===== src/rtl/req_arbiter10_enc_if.sv =====
// Request/grant bus of the 10-way round-robin arbiter with encoded grant output.
interface req_arbiter10_enc_if;
  logic [9:0] i_req;
  logic       i_ready;
  logic [9:0] o_grant;
  logic [3:0] o_code;
  logic       o_valid;
  logic       o_timeout;

  modport master (
    output i_req, i_ready,
    input  o_grant, o_code, o_valid, o_timeout
  );

  modport slave (
    input  i_req, i_ready,
    output o_grant, o_code, o_valid, o_timeout
  );
endinterface


===== src/rtl/req_arbiter10_enc.sv =====
// Round-robin arbiter over 10 request lines; holds a registered one-hot grant and
// its 1..10 code on a valid/ready handshake, with an optional ready timeout.
module req_arbiter10_enc #(
  parameter int unsigned TIMEOUT = 0,
  parameter int unsigned CNT_W   = 8
) (
  input  logic               i_clk,
  input  logic               i_rst,
  req_arbiter10_enc_if.slave bus
);

  typedef enum logic {IDLE, GRANT} state_t;

  localparam logic [CNT_W-1:0] TO_LAST = (TIMEOUT == 0) ? '0 : CNT_W'(TIMEOUT - 1);

  state_t           state_q, state_d;
  logic [9:0]       grant_q, grant_d;
  logic [3:0]       code_q, code_d;
  logic [3:0]       ptr_q, ptr_d;
  logic [CNT_W-1:0] cnt_q, cnt_d;
  logic             timeout_q, timeout_d;

  logic             pick_found;
  logic [3:0]       pick_idx;
  logic [4:0]       cand;
  logic [3:0]       next_ptr;

  always_ff @(posedge i_clk) begin
    if (i_rst) begin
      state_q   <= IDLE;
      grant_q   <= '0;
      code_q    <= '0;
      ptr_q     <= '0;
      cnt_q     <= '0;
      timeout_q <= 1'b0;
    end else begin
      state_q   <= state_d;
      grant_q   <= grant_d;
      code_q    <= code_d;
      ptr_q     <= ptr_d;
      cnt_q     <= cnt_d;
      timeout_q <= timeout_d;
    end
  end

  // Rotating search starting at ptr_q; first set request wins.
  always_comb begin
    pick_found = 1'b0;
    pick_idx   = '0;
    cand       = '0;
    for (int unsigned i = 0; i < 10; i++) begin
      cand = 5'(ptr_q) + 5'(i);
      if (cand >= 5'd10) cand = cand - 5'd10;
      if (!pick_found && bus.i_req[cand[3:0]]) begin
        pick_found = 1'b1;
        pick_idx   = cand[3:0];
      end
    end
  end

  // code_q is g+1, which is exactly the next pointer except for the 9 -> 0 wrap.
  assign next_ptr = (code_q == 4'd10) ? '0 : code_q;

  always_comb begin
    state_d   = state_q;
    grant_d   = grant_q;
    code_d    = code_q;
    ptr_d     = ptr_q;
    cnt_d     = cnt_q;
    timeout_d = 1'b0;
    case (state_q)
      IDLE: begin
        grant_d = '0;
        code_d  = '0;
        cnt_d   = '0;
        if (pick_found) begin
          state_d = GRANT;
          grant_d = 10'd1 << pick_idx;
          code_d  = pick_idx + 4'd1;
        end
      end
      GRANT: begin
        if (bus.i_ready) begin
          state_d = IDLE;
          grant_d = '0;
          code_d  = '0;
          cnt_d   = '0;
          ptr_d   = next_ptr;
        end else if (TIMEOUT != 0 && cnt_q == TO_LAST) begin
          state_d   = IDLE;
          grant_d   = '0;
          code_d    = '0;
          cnt_d     = '0;
          ptr_d     = next_ptr;
          timeout_d = 1'b1;
        end else if (TIMEOUT != 0) begin
          cnt_d = cnt_q + 1'b1;
        end
      end
      default: state_d = IDLE;
    endcase
  end

  always_comb begin
    bus.o_grant   = grant_q;
    bus.o_code    = code_q;
    bus.o_valid   = (state_q == GRANT);
    bus.o_timeout = timeout_q;
  end

endmodule


===== src/flat_wrapper.sv =====
// flat-port wrapper written by rule: the top's interface ports become plain ports
module req_arbiter10_enc_flat 
#(
  parameter int unsigned TIMEOUT = 0,
  parameter int unsigned CNT_W   = 8
)
  (i_clk, i_rst, bus_i_req, bus_i_ready, bus_o_grant, bus_o_code, bus_o_valid, bus_o_timeout);
  req_arbiter10_enc_if bus_i ();
  input  logic i_clk;
  input  logic i_rst;
  input wire logic [$bits(bus_i.i_req)-1:0] bus_i_req;
  input wire logic [$bits(bus_i.i_ready)-1:0] bus_i_ready;
  output wire logic [$bits(bus_i.o_grant)-1:0] bus_o_grant;
  output wire logic [$bits(bus_i.o_code)-1:0] bus_o_code;
  output wire logic [$bits(bus_i.o_valid)-1:0] bus_o_valid;
  output wire logic [$bits(bus_i.o_timeout)-1:0] bus_o_timeout;
  assign bus_i.i_req = bus_i_req;
  assign bus_i.i_ready = bus_i_ready;
  assign bus_o_grant = bus_i.o_grant;
  assign bus_o_code = bus_i.o_code;
  assign bus_o_valid = bus_i.o_valid;
  assign bus_o_timeout = bus_i.o_timeout;
  req_arbiter10_enc #(.TIMEOUT(TIMEOUT), .CNT_W(CNT_W)) u_core (.i_clk(i_clk), .i_rst(i_rst), .bus(bus_i));
endmodule

===== config.mk =====
export PLATFORM = sky130hd
export DESIGN_NAME = req_arbiter10_enc_flat
export DESIGN_NICKNAME = d
export VERILOG_FILES = /design/src/rtl/req_arbiter10_enc_if.sv /design/src/rtl/req_arbiter10_enc.sv /design/src/flat_wrapper.sv
export SDC_FILE = /design/constraint.sdc
export NUM_CORES = 1
export LEC_CHECK = 0
export CORE_UTILIZATION = 25
export DETAILED_ROUTE_END_ITERATION = 8
export SETUP_SLACK_MARGIN = 0.2
export SLEW_MARGIN = 20
export SYNTH_ARGS = -nofsm -noshare
export SYNTH_HDL_FRONTEND = slang
export SYNTH_SLANG_ARGS = --single-unit

===== constraint.sdc =====
create_clock -name i_clk -period 14.1 [get_ports i_clk]
set_input_delay 2.82 -clock i_clk [delete_from_list [all_inputs] [get_ports i_clk]]
set_output_delay 2.82 -clock i_clk [all_outputs]
set_load 0.005 [all_outputs]

### After elaboration in Yosys (flattened, before gate mapping)

Cells that the tools add are included.
W data, S select, Z words.

| operators by class | value |
|---|---|
| add/sub/neg operators | 20 |
| magnitude comparators | 20 |
| equality and inequality tests | 2 |
| shift operators | 1 |
| muxes and demuxes | 60 |
| bitwise gates (word level) | 1 |
| reductions and logical operators | 19 |

Operator list:

| kind | count |
|---|---|
| $mux W4 | 23 |
| $lt A4 B5 Y1 const B | 10 |
| $ge A5 B4 Y1 const B | 9 |
| $bmux W1 S4 | 10 |
| $sub A4 B4 Y4 const B | 10 |
| $mux W1 | 22 |
| $add A4 B3 Y5 const B | 4 |
| $mux W10 | 2 |
| $pmux W10 S2 | 1 |
| $add A4 B2 Y5 const B | 2 |
| $add A4 B4 Y5 const B | 2 |
| $shl A1 B4 Y10 const A | 1 |
| $logic_and A1 B1 Y1 | 9 |
| $logic_not A1 Y1 | 9 |
| $pmux W4 S2 | 1 |
| $add A4 B1 Y5 const B | 1 |
| $add A4 B1 Y4 const B | 1 |
| $eq A4 B4 Y1 const B | 1 |
| $ge A4 B4 Y1 const B | 1 |
| $ne A2 B2 Y1 const B | 1 |
| $pmux W1 S2 | 1 |
| $reduce_and A2 Y1 | 1 |
| $not A1 Y1 | 1 |

| storage, ports and cells | value |
|---|---|
| register bits after elaboration | 19 |
| input bits | 13 |
| logic and storage cells | 127 |

### Logic depth before layout (Yosys ltp)

| depth | value |
|---|---|
| depth in word-level cells | 35 |
| gate-level depth with buffers | 23 |
| mapped depth without buffers | 18 |

### Least setup slack after synthesis

No wires, ideal clock.

| timing path | value |
|---|---|
| path kind | input to register |
| start point | in bus_i_req[3] |
| end point | reg u_core.code_q[2] (netlist: u_core.bus.o_code[2]) |
| library setup time | 0.065 ns |
| arrival time | 5.316 ns |
| required time | 14.035 ns |
| slack | 8.719 ns |
| stages | 14 |
| path buffers | 0 |
| cells stage by stage | mux4_2 > o21ai_0 > a211o_1 > nand4_4 > nor4_4 > o21ai_2 > nor2_4 > a32oi_1 > a22oi_2 > nand2_1 > inv_1 > ha_1 > a2bb2oi_1 > nor2_1 |

| between the ends | value |
|---|---|
| word-level cells in the longest chain between the ends | 33 |
| elaborated cells on any way between the ends | 61 |
| classes of those cells | 1 x add/sub; 42 x mux; 18 x reduce/logical |

RTL lines:

| element | RTL line | RTL |
|---|---|---|
| start: declaration | flat_wrapper.sv:11 | `input wire logic [$bits(bus_i.i_req)-1:0] bus_i_req;` |
| $bmux W1 S4 | req_arbiter10_enc.sv:54 | `if (!pick_found && bus.i_req[cand[3:0]]) begin` |
| $mux W1 (not written as such) | req_arbiter10_enc.sv:54 |  |
| $mux W1 | req_arbiter10_enc.sv:54 |  |
| $logic_not A1 Y1 | req_arbiter10_enc.sv:54 |  |
| $logic_and A1 B1 Y1 | req_arbiter10_enc.sv:54 |  |
| $mux W1 | req_arbiter10_enc.sv:54 |  |
| $logic_not A1 Y1 | req_arbiter10_enc.sv:54 |  |
| $logic_and A1 B1 Y1 | req_arbiter10_enc.sv:54 |  |
| [... 17 more ...] | - |  |
| $logic_and A1 B1 Y1 | req_arbiter10_enc.sv:54 |  |
| $mux W1 | req_arbiter10_enc.sv:54 |  |
| $logic_not A1 Y1 | req_arbiter10_enc.sv:54 |  |
| $logic_and A1 B1 Y1 | req_arbiter10_enc.sv:54 |  |
| $mux W4 | req_arbiter10_enc.sv:54 |  |
| $add A4 B1 Y4 | req_arbiter10_enc.sv:79 | `code_d = pick_idx + 4'd1;` |
| $mux W4 (*) | req_arbiter10_enc.sv:76 | `if (pick_found) begin` |
| $pmux W4 S2 (*) | req_arbiter10_enc.sv:71 | `case (state_q)` |
| end signal: assignment | req_arbiter10_enc.sv:39 | `code_q <= code_d;` |
| end: declaration | req_arbiter10_enc.sv:18 | `logic [3:0] code_q, code_d;` |

Every way passes the cells marked *; elsewhere a longest branch is shown, timed or not. The select of a mux whose other input is x is not followed.
A chain may end at the register's enable or synchronous reset.

### Final worst setup path

| timing path | value |
|---|---|
| start point | in bus_i_req[6] |
| end point | reg u_core.code_q[2] (netlist: u_core.bus.o_code[2]) |

The elaborated chain is that of the path after synthesis.

==> key figures <==
Worst setup path
  – Crit. End Element: flop
  – Max FO, Critical Path: 7
  – Worst Setup EP: u_core.bus.o_code[2]
  – RR Endpoint: u_core.bus.o_code[2]
  – Crit Path Class: input pin to flop
  – R2R Setup Slk: 8990 ps
  – R2R depth: 18
  – R2r startpoint: u_core.ptr_q[1]
  – Data required time at the worst endpoint: 14280 ps
  – Critical Path AT: 6400 ps
  – Startpoint Class: input pin
  – CP startpoint: bus_i_req[6]

Power and ir drop
  – Pwr Density: 58.39 nW/um^2
  – Sw Pwr: 0.0001106 W
  – Leak pwr: 1.700 nW
  – Pint: 0.0001566 W
  – Gate power share: 55.6%
  – Register share of total power: 22.6%
  – Worst VDD drop: 0.04433 mV
  – Sw frac: 41.38%
  – Clock network fraction of design power: 21.8%

Final layout
  – # diodes: 0
  – Post-layout util: 28.81%
  – Nets: 578
  – Area delta synth->final: 12.90%
  – Layout cells sized above 1: 12.85%

Global route
  – Initial antenna violation count: 0
  – Maximum number of pins on one net before global-route repair: 40
  – First-pass GRT wire length: 21.05 mm
  – GR Util All Layers: 15.88%
  – Global route total overflow: 0
  – Vias in the first global route: 3815

Synthesis
  – Post-synth ARST share: 0%
  – Top-area cell type share of the netlist area: 9.383%
  – Synth Register Bits: 19
  – Mapped Cells: 526
  – Number of warnings issued by yosys: 0
  – Sequential share of the synthesized area: 9.383%
  – Syn_area_per_cell: 7.707 um^2
  – Number of synthesized flops with an enable pin: 0
  – Yosys top cell by area: dfxtp_1
  – Main synth FF type: dfxtp_1
  – Top post-synthesis cells by area: dfxtp_1, ha_1, mux2i_1
  – Syn nets: 566
  – Syn Std Cell Area: 4054 um^2
  – Library cells used by synthesis: 102

Detailed routing
  – Remaining DRCs: 0
  – Drt via density: 5.869
  – Drt total wl: 13.29 mm
  – First-pass detailed-route iteration total: 6
  – Detailed-route via count: 4419
  – DRT iter0 DRCs: 424
  – WL/cell: 17.65 um
  – Routed Antenna Nets: 0

Outcome
  – Outcome: complete, no violations

Place
  – GPL Wtd Cong: 0.9278
  – Pre-CTS setup slack: 7668 ps
  – Hpwl dp: 9.941 mm
  – IO buf count: 27

Die
  – Row count: 46
  – Die width: 129.3 um
  – Initial Util: 25.52%
  – IO Pins: 29
  – Die H: 129.3 um
  – Die ar.: 16730 um^2
  – Core ar.: 15890 um^2

Clock tree
  – Hold_buf cts: 0
  – Post_cts resized: 0
  – Root buf cell: clkbuf_16
  – Clk sink count: 19
  – Clock transition at the registers of the reported paths: 50 ps
  – Setup Fix Bufs, Post-CTS: 0
  – CTS tree: built
  – Max Root-Sink Buffers: 2
  – TritonCTS Buffers: 3
  – Worst skew pair latency: 250 ps
  – H-Tree Level Count: 1

STA
  – Setup TNS: 0 ps
  – Clock skew: 1.099 ps
  – Number of setup violations in the final report: 0
  – Smallest hold slack: 468.1 ps
  – Final WS setup: 7880 ps
  – Max-slew violation count: 0
  – Min Tclk post-route: 6220 ps
  – Final hold vios: 0
  – Fmax: 160.8 MHz
  – Fin crit share: 44.12%
  – RSZ-0062 raised after global routing: no
  – Rel. slew slack: 49.11%
  – Worst slew pin tran: 742.1 ps

Run
  – Max-Cap Viols: 0

Worst hold path
  – Hold crit path type: flop to flop
## cell families after synthesis
| logic type | Yosys count | share of synthesized area [%] |
|---|---|---|
| AO/OA/AOI/OAI | 189 | 35.37 |
| XOR/XNOR | 12 | 3.334 |
| adder cells (fa/ha/maj) | 27 | 8.518 |
| buffers and inverters | 49 | 5.679 |
| flip-flops | 19 | 9.383 |
| multiplexers | 34 | 10.00 |
| other | 1 | 0.09250 |
| AND/OR/NAND/NOR | 195 | 27.62 |
## sequential cells by signal (all words and copies together), names as in the netlist
register,count
u_core.bus.o_grant,10
u_core.bus.o_code,4
u_core.ptr_q,4
u_core.bus.o_valid,1
## how the worst min path moves through the flow
| stage | depth (start not counted) | from | slack, ps | end |
|---|---|---|---|---|
| floorplan | 2 | u_core.bus.o_grant[7] | 440 | u_core.bus.o_grant[7] |
| global placement | 2 | u_core.bus.o_grant[9] | 450 | u_core.bus.o_grant[9] |
| detailed placement | 2 | u_core.bus.o_grant[9] | 450 | u_core.bus.o_grant[9] |
| CTS | 2 | u_core.bus.o_grant[9] | 470 | u_core.bus.o_grant[9] |
| global route | 2 | u_core.bus.o_grant[9] | 500 | u_core.bus.o_grant[9] |
| finish | 2 | u_core.bus.o_grant[9] | 470 | u_core.bus.o_grant[9] |
## routing by layer
| layer | GRT usage [%] | up-vias | wire length, um |
|---|---|---|---|
| met5 | 0 | - | 0 |
| met4 | 5.052 | 0 | 318 |
| met3 | 1.239 | 33 | 1264 |
| met2 | 23.91 | 243 | 5596 |
| met1 | 23.66 | 2077 | 6108 |
| li1 | - | 2066 | - |
## cell type report
cell class	instances	area, um^2
fill	1754	11310
multi-input combinational	458	3443
sequential	19	381.6
timing repair buffer	33	315.3
tap	216	270.3
inverter	23	86.33
clock buffer	3	75.07
clock inverter	1	5.005
## placed cells by master (no fill, tap or decap), types with 8 or more instances in the layout
cell type and n:
nand2_1 37, nor2_1 32, a21oi_1 31, o21ai_0 27, clkdlybuf4s50_1 27, ha_1 26, nand3_1 21, mux2i_1 20
inv_1 19, dfxtp_1 18, nor3_1 13, nand2b_1 12, a31oi_1 12, nor2b_1 9, and3_1 9, a21o_1 8
## power groups by stage
stage | registers [W] | clock network (W) | logic [W]
3_3_place_gp | 0.0000616 | 0 | 0.000146
5_1_grt | 0.0000611 | 0.0000630 | 0.000160
4_1_cts | 0.0000605 | 0.0000600 | 0.000145
2_1_floorplan | 0.0000614 | 0 | 0.000105
6_report | 0.0000605 | 0.0000583 | 0.000148
3_5_place_dp | 0.0000615 | 0 | 0.000144
## per-stage QoR
step                      total power [W]  cell area [um^2]  cells
after floorplan                 0.0001669              4054    526
after global placement          0.0002075              4497    749
after detailed placement        0.0002054              4497    749
after CTS                       0.0002658              4577    753
after global routing            0.0002845              4577    753
final                           0.0002672              4577    753
## synth_stat cells, types with 6 or more instances
master      n
clkbuf_1    8
a31oi_1    12
nand3_1    21
a2bb2oi_1   7
ha_1       26
buf_2       7
mux2_2      7
o22ai_1     7
and3_1      9
nand4_1     7
dfxtp_1    19
nor3_1     13
mux2i_1    20
a22o_1      6
inv_1      19
nand2_1    37
nor2b_1     9
and2_1      6
a21oi_1    31
a21o_1      8
o211ai_1    6
xnor2_1     6
nor2_1     32
nand2b_1   12
nor4_1      6
o31ai_1     6
o21ai_0    27
a211oi_1    7
## worst max-delay path, stage by stage
cell	delay, ps
clkdlybuf4s50_1	560
mux4_2	540
o21ai_0	120
a211o_1	220
nand4_4	170
nor4_4	460
o21ai_2	150
nor2_4	210
a32oi_1	140
a22oi_2	330
nand2_1	140
inv_1	80
ha_1	220
a2bb2oi_1	140
nor2_1	100
No activity file was read; power rests on OpenSTA's default activity.
